## src/rtl/lc3_program_loader.sv

```systemverilog
// Boot loader for the LC3: consumes an ORIG/LEN/data/CSUM word stream, writes the image through the
// memory special-write port, and releases the CPU from reset only once the checksum matches.
module lc3_program_loader #(
  parameter logic [15:0] MAX_LEN      = 16'hFE00,
  parameter int unsigned WRITE_CYCLES = 1
) (
  input  logic        clk,
  input  logic        reset,
  input  logic [15:0] in_data,
  input  logic        in_valid,
  output logic        in_ready,
  output logic [15:0] MARSpcIn,
  output logic [15:0] MDRSpcIn,
  output logic        ldMARSpcIn,
  output logic        cpu_reset,
  output logic [15:0] start_pc,
  output logic        busy,
  output logic        done,
  output logic        err,
  output logic [15:0] words_loaded
);

  localparam logic [3:0] WC = WRITE_CYCLES[3:0];

  typedef enum logic [2:0] {
    S_ORIG, S_LEN, S_DATA, S_WRITE, S_CSUM, S_RUN, S_ERR
  } state_t;

  state_t      state_q;
  logic [15:0] addr_q;
  logic [15:0] remaining_q;
  logic [15:0] sum_q;
  logic [3:0]  cnt_q;
  logic        in_ready_q;
  logic [15:0] mar_q;
  logic [15:0] mdr_q;
  logic        ld_q;
  logic        cpu_reset_q;
  logic [15:0] start_pc_q;
  logic        busy_q;
  logic        done_q;
  logic        err_q;
  logic [15:0] words_q;

  logic        xfer;
  logic [15:0] addr_d;
  logic [15:0] sum_d;

  // Handshake uses only the registered ready, so in_valid never feeds back into in_ready.
  assign xfer   = in_valid & in_ready_q;
  assign addr_d = addr_q + 16'd1;
  assign sum_d  = sum_q + in_data;

  always_ff @(posedge clk) begin
    if (reset) begin
      state_q     <= S_ORIG;
      addr_q      <= 16'h0000;
      remaining_q <= 16'h0000;
      sum_q       <= 16'h0000;
      cnt_q       <= 4'd0;
      in_ready_q  <= 1'b0;
      mar_q       <= 16'h0000;
      mdr_q       <= 16'h0000;
      ld_q        <= 1'b0;
      cpu_reset_q <= 1'b1;
      start_pc_q  <= 16'h0000;
      busy_q      <= 1'b1;
      done_q      <= 1'b0;
      err_q       <= 1'b0;
      words_q     <= 16'h0000;
    end else begin
      case (state_q)
        S_ORIG: begin
          in_ready_q <= 1'b1;
          if (xfer) begin
            addr_q     <= in_data;
            start_pc_q <= in_data;
            state_q    <= S_LEN;
          end
        end
        S_LEN: begin
          if (xfer) begin
            remaining_q <= in_data;
            if (in_data == 16'h0000) begin
              state_q <= S_CSUM;
            end else if (in_data > MAX_LEN) begin
              state_q    <= S_ERR;
              in_ready_q <= 1'b0;
              err_q      <= 1'b1;
              busy_q     <= 1'b0;
            end else begin
              state_q <= S_DATA;
            end
          end
        end
        S_DATA: begin
          if (xfer) begin
            mar_q      <= addr_q;
            mdr_q      <= in_data;
            sum_q      <= sum_d;
            ld_q       <= 1'b1;
            cnt_q      <= WC;
            in_ready_q <= 1'b0;
            state_q    <= S_WRITE;
          end
        end
        // Strobe stays up for WC cycles; address and data registers are untouched meanwhile.
        S_WRITE: begin
          if (cnt_q <= 4'd1) begin
            ld_q        <= 1'b0;
            addr_q      <= addr_d;
            words_q     <= words_q + 16'd1;
            remaining_q <= remaining_q - 16'd1;
            in_ready_q  <= 1'b1;
            state_q     <= (remaining_q == 16'd1) ? S_CSUM : S_DATA;
          end else begin
            cnt_q <= cnt_q - 4'd1;
          end
        end
        S_CSUM: begin
          if (xfer) begin
            in_ready_q <= 1'b0;
            busy_q     <= 1'b0;
            if (in_data == sum_q) begin
              state_q     <= S_RUN;
              done_q      <= 1'b1;
              cpu_reset_q <= 1'b0;
            end else begin
              state_q <= S_ERR;
              err_q   <= 1'b1;
            end
          end
        end
        default: begin
          in_ready_q <= 1'b0;
        end
      endcase
    end
  end

  assign in_ready     = in_ready_q;
  assign MARSpcIn     = mar_q;
  assign MDRSpcIn     = mdr_q;
  assign ldMARSpcIn   = ld_q;
  assign cpu_reset    = cpu_reset_q;
  assign start_pc     = start_pc_q;
  assign busy         = busy_q;
  assign done         = done_q;
  assign err          = err_q;
  assign words_loaded = words_q;

endmodule
```

## config.mk

```make
export PLATFORM = sky130hd
export DESIGN_NAME = lc3_program_loader
export DESIGN_NICKNAME = d
export VERILOG_FILES = /design/src/rtl/lc3_program_loader.sv
export SDC_FILE = /design/constraint.sdc
export NUM_CORES = 1
export LEC_CHECK = 0
export BUFFER_PORTS_ARGS = -buffer_cell sky130_fd_sc_hd__clkbuf_2
export CORE_MARGIN = 5
export CORE_UTILIZATION = 58
export DETAILED_ROUTE_END_ITERATION = 10
export PLACE_DENSITY = 0.81
export SETUP_SLACK_MARGIN = 0.3
export SYNTH_ARGS = -nofsm -noshare
export SYNTH_HDL_FRONTEND = slang
export SYNTH_SLANG_ARGS = --single-unit
```

## constraint.sdc

```tcl
create_clock -name clk -period 2.77 [get_ports clk]
set_clock_uncertainty 0.15 [all_clocks]
set_input_delay 0.4155 -clock clk [delete_from_list [all_inputs] [get_ports clk]]
set_output_delay 0.4155 -clock clk [all_outputs]
set_load 0.05 [all_outputs]
```

==> results.py <==
metrics = {
    "logic_synthesis": {
        "yosys.area.top_type": "dfxtp_1",
        "ys_async_sr_fraction_pct": 0,
        "ys_types": 59,
        "synth.most_common_cell": "nand2_1",
        "syn_avg_cell_area_um2": 7.60,
        "syn_inst": 835,
        "synth-edff-count": 0,
        "seq_area_frac_synth_pct": 39.5,
        "synth_area_um2": 6340,
        "ys_ff_latch": 125,
        "synth_top_cell_area_share_pct": 39.5,
        "yosys-top-cells-count": "nand2_1 (156), dfxtp_1 (125), a21oi_1 (111)",
        "syn_nets": 876,
        "ys.flop_type": "dfxtp_1",
        "ys_top_cells_by_area": "dfxtp_1 (39%), nand2_1 (9.2%), a21oi_1 (8.8%), ha_1 (4.1%), nor2_1 (4.1%)",
        "ys_warn_count": 0,
    },
    "layout": {
        "nFillCells": 858,
        "area_growth_pct": 21.1,
        "fin_nets": 965,
        "regArea_um2": 2500,
        "multiInputGateArea_um2": 3630,
        "drive_gt1_share_pct": 18.7,
        "antenna_cells": 0,
    },
    "floorplanning": {
        "rows": 38,
        "die_w_um": 115,
        "die_h_um": 115,
        "start_util_pct": 58.8,
        "core_um2": 10800,
        "die_area_um2": 13100,
        "ioPinCount": 89,
    },
    "critical_path": {
        "cp.arrival_ns": 2.69,
        "slowest_delay_ns": 0.34,
        "critPathKind": "reg2reg",
        "crit_slowest_cell": "mux2_1",
        "path_buf_inv": 0,
        "cp_data_required_time_ns": 3.04,
        "worstPathMaxFanout": 4,
        "r2r_slack_ns": 0.36,
        "crit_chain": "ha_1, a21oi_2, o21ai_0, a41o_1, or2_2, o311ai_2, mux2_1",
        "crit_path_end_kind": "register",
        "cp-start-kind": "register",
        "crit_family": "compound AO/OA/AOI/OAI gates",
    },
    "timing": {
        "worst_slack_ns": 0.359,
        "finalSetupTns_ns": 0,
        "hold_viol": 0,
        "fin_crit_ns": 2.41,
        "rsz0062_at_grt": "no",
        "maxSlewViolCount": 0,
        "fmax_mhz": 415,
        "finalCritPeriodShare_pct": 87.0,
        "setup_viol": 0,
        "worst_pin_slew_ns": 0.875,
        "slew_headroom_pct": 41.2,
    },
    "clocking": {
        "hold_buffers": 0,
        "clk_latency_ns": 0.54,
        "cts.htree.levels": 4,
        "cts_buffer_depth": 2,
        "cts_root_buf": "clkbuf_8",
        "cts_tree": "done",
        "cts_sinks": 125,
        "clk_pin_slew_ns": 0.06,
        "cts-buffers-inserted": 17,
    },
    "global_routing": {
        "grt_pass1_wl_um": 30200,
        "grt.total_usage_pct": 28.9,
        "grt_pass1_vias": 6088,
        "antenna_found_initial": 0,
        "grt_overflow": 0,
        "grt_max_degree": 62,
    },
    "routing": {
        "wl_um": 19000,
        "first_pass_iters": 6,
        "viasPerCell": 6.16,
        "drt_iter0_markers": 758,
        "vias": 6636,
        "ant_nets": 0,
        "route.detailed.drc": 0,
        "post_drt_wl_per_cell_um": 17.7,
    },
    "hold_path": {
        "hold_class": "in2reg",
    },
    "pwr": {
        "peakVddDrop_mv": 0.456,
        "cellPowerDensity_nw_per_um2": 588,
        "p_leak_uw": 0.00302,
    },
    "placed_design": {
        "portBuffers": 88,
        "gp_congestion": 0.866,
        "post-dp-hpwl_um": 12800,
        "pre_cts_ws_ns": 0.0921,
    },
    "job": {
        "max_cap_viol_count": 0,
    },
    "status": {
        "outcome": "finished, final reports clean",
    },
}
## where the power goes
group	internal (uW)	switching, uW
Sequential	1830	36.7
Clock	1430	853
Combinational	116	253
Total	3380	1140
## what timing repair did
action | CTS | global route
resized for setup | 0 | 12
setup endpoints to repair | 0 | 22
setup buffers | 0 | 0
## metrics by stage
stage | power, uW | hold WS [ns] | cell area, um2 | util (%) | cells
detailed placement | 2260 | 0.292 | 7030 | 65.1 | 1045
CTS | 4510 | 0.0284 | 7630 | 70.7 | 1077
finish | 4520 | 0.0553 | 7680 | 71.2 | 1077
floorplan | 2130 | 0.286 | 6350 | - | 835
global placement | 2250 | 0.286 | 7030 | 65.1 | 1045
global route | 4650 | 0.0604 | 7680 | 71.2 | 1077
## flip-flops by register name, summed over array words and instances (netlist names)
| signal | flops |
|---|---|
| MARSpcIn | 16 |
| MDRSpcIn | 16 |
| addr_q | 16 |
| busy | 1 |
| cnt_q | 4 |
| cpu_reset | 1 |
| done | 1 |
| err | 1 |
| in_ready | 1 |
| ldMARSpcIn | 1 |
| remaining_q | 16 |
| start_pc | 16 |
| state_q | 3 |
| sum_q | 16 |
| words_loaded | 16 |
## area by class of cell
type                            count  share of cell area (%)
Tap cell                          140                    2.28
Multi-Input combinational cell    643                    47.3
Clock buffer                       20                    5.80
Clock inverter                     12                    2.07
Inverter                           15                   0.733
Timing Repair Buffer              122                    9.30
Sequential cell                   125                    32.6
## path summary, 6_finish.rpt
kind / startpoint / end / cells after the start
min reg2reg: MDRSpcIn[12] / MDRSpcIn[12] / 2
max reg2reg: sum_q[8] / sum_q[15] / 7
max: sum_q[8] / sum_q[15] / 7
min: in_data[4] / MDRSpcIn[4] / 3
## cells by family after synthesis
| group | share of synthesized area [%] |
|---|---|
| AND/OR/NAND/NOR | 27.5 |
| AO/OA/AOI/OAI | 22.2 |
| flip-flops | 39.5 |
| buffers and inverters | 4.26 |
| adder cells (fa/ha/maj) | 4.46 |
| XOR/XNOR | 1.80 |
| multiplexers | 0.335 |
## worst register-to-register path: stages, from the launching register on
cell and delay [ns]:
dfxtp_1 0.32, ha_1 0.30, a21oi_2 0.20, o21ai_0 0.15, a41o_1 0.26, or2_2 0.30, o311ai_2 0.27, mux2_1 0.34
## cell usage in the layout (no fill, tap or decap), types with 5 or more instances in the layout
| master | synthesis | layout |
|---|---|---|
| a211oi_1 | 15 | 14 |
| a21o_1 | 8 | 8 |
| a21oi_1 | 111 | 109 |
| a22oi_1 | 8 | 8 |
| a31oi_1 | 8 | 8 |
| and3_1 | 9 | 9 |
| buf_4 | 1 | 33 |
| clkbuf_16 | 0 | 16 |
| clkbuf_2 | 0 | 87 |
| dfxtp_1 | 125 | 125 |
| ha_1 | 21 | 20 |
| inv_1 | 14 | 14 |
| nand2_1 | 156 | 155 |
| nand3_1 | 29 | 28 |
| nand3b_1 | 10 | 10 |
| nand4_1 | 13 | 13 |
| nor2_1 | 69 | 69 |
| nor2b_1 | 10 | 10 |
| nor3_1 | 21 | 20 |
| nor3b_1 | 8 | 8 |
| nor4_1 | 13 | 11 |
| o21a_1 | 5 | 5 |
| o21ai_0 | 50 | 50 |
| o22ai_1 | 5 | 5 |
| o31ai_1 | 8 | 8 |
| or3_1 | 12 | 12 |
| xnor2_1 | 7 | 7 |
| xor2_1 | 6 | 6 |
## routing by layer
| metal | track usage (%) | share of wire [%] | vias up |
|---|---|---|---|
| li1 | - | - | 3158 |
| met1 | 39.6 | 42 | 3055 |
| met2 | 44.5 | 45 | 364 |
| met3 | 5.97 | 10 | 59 |
| met4 | 11.5 | 2.7 | 0 |
| met5 | 0 | 0 | - |
No activity file was read; power rests on OpenSTA's default activity.
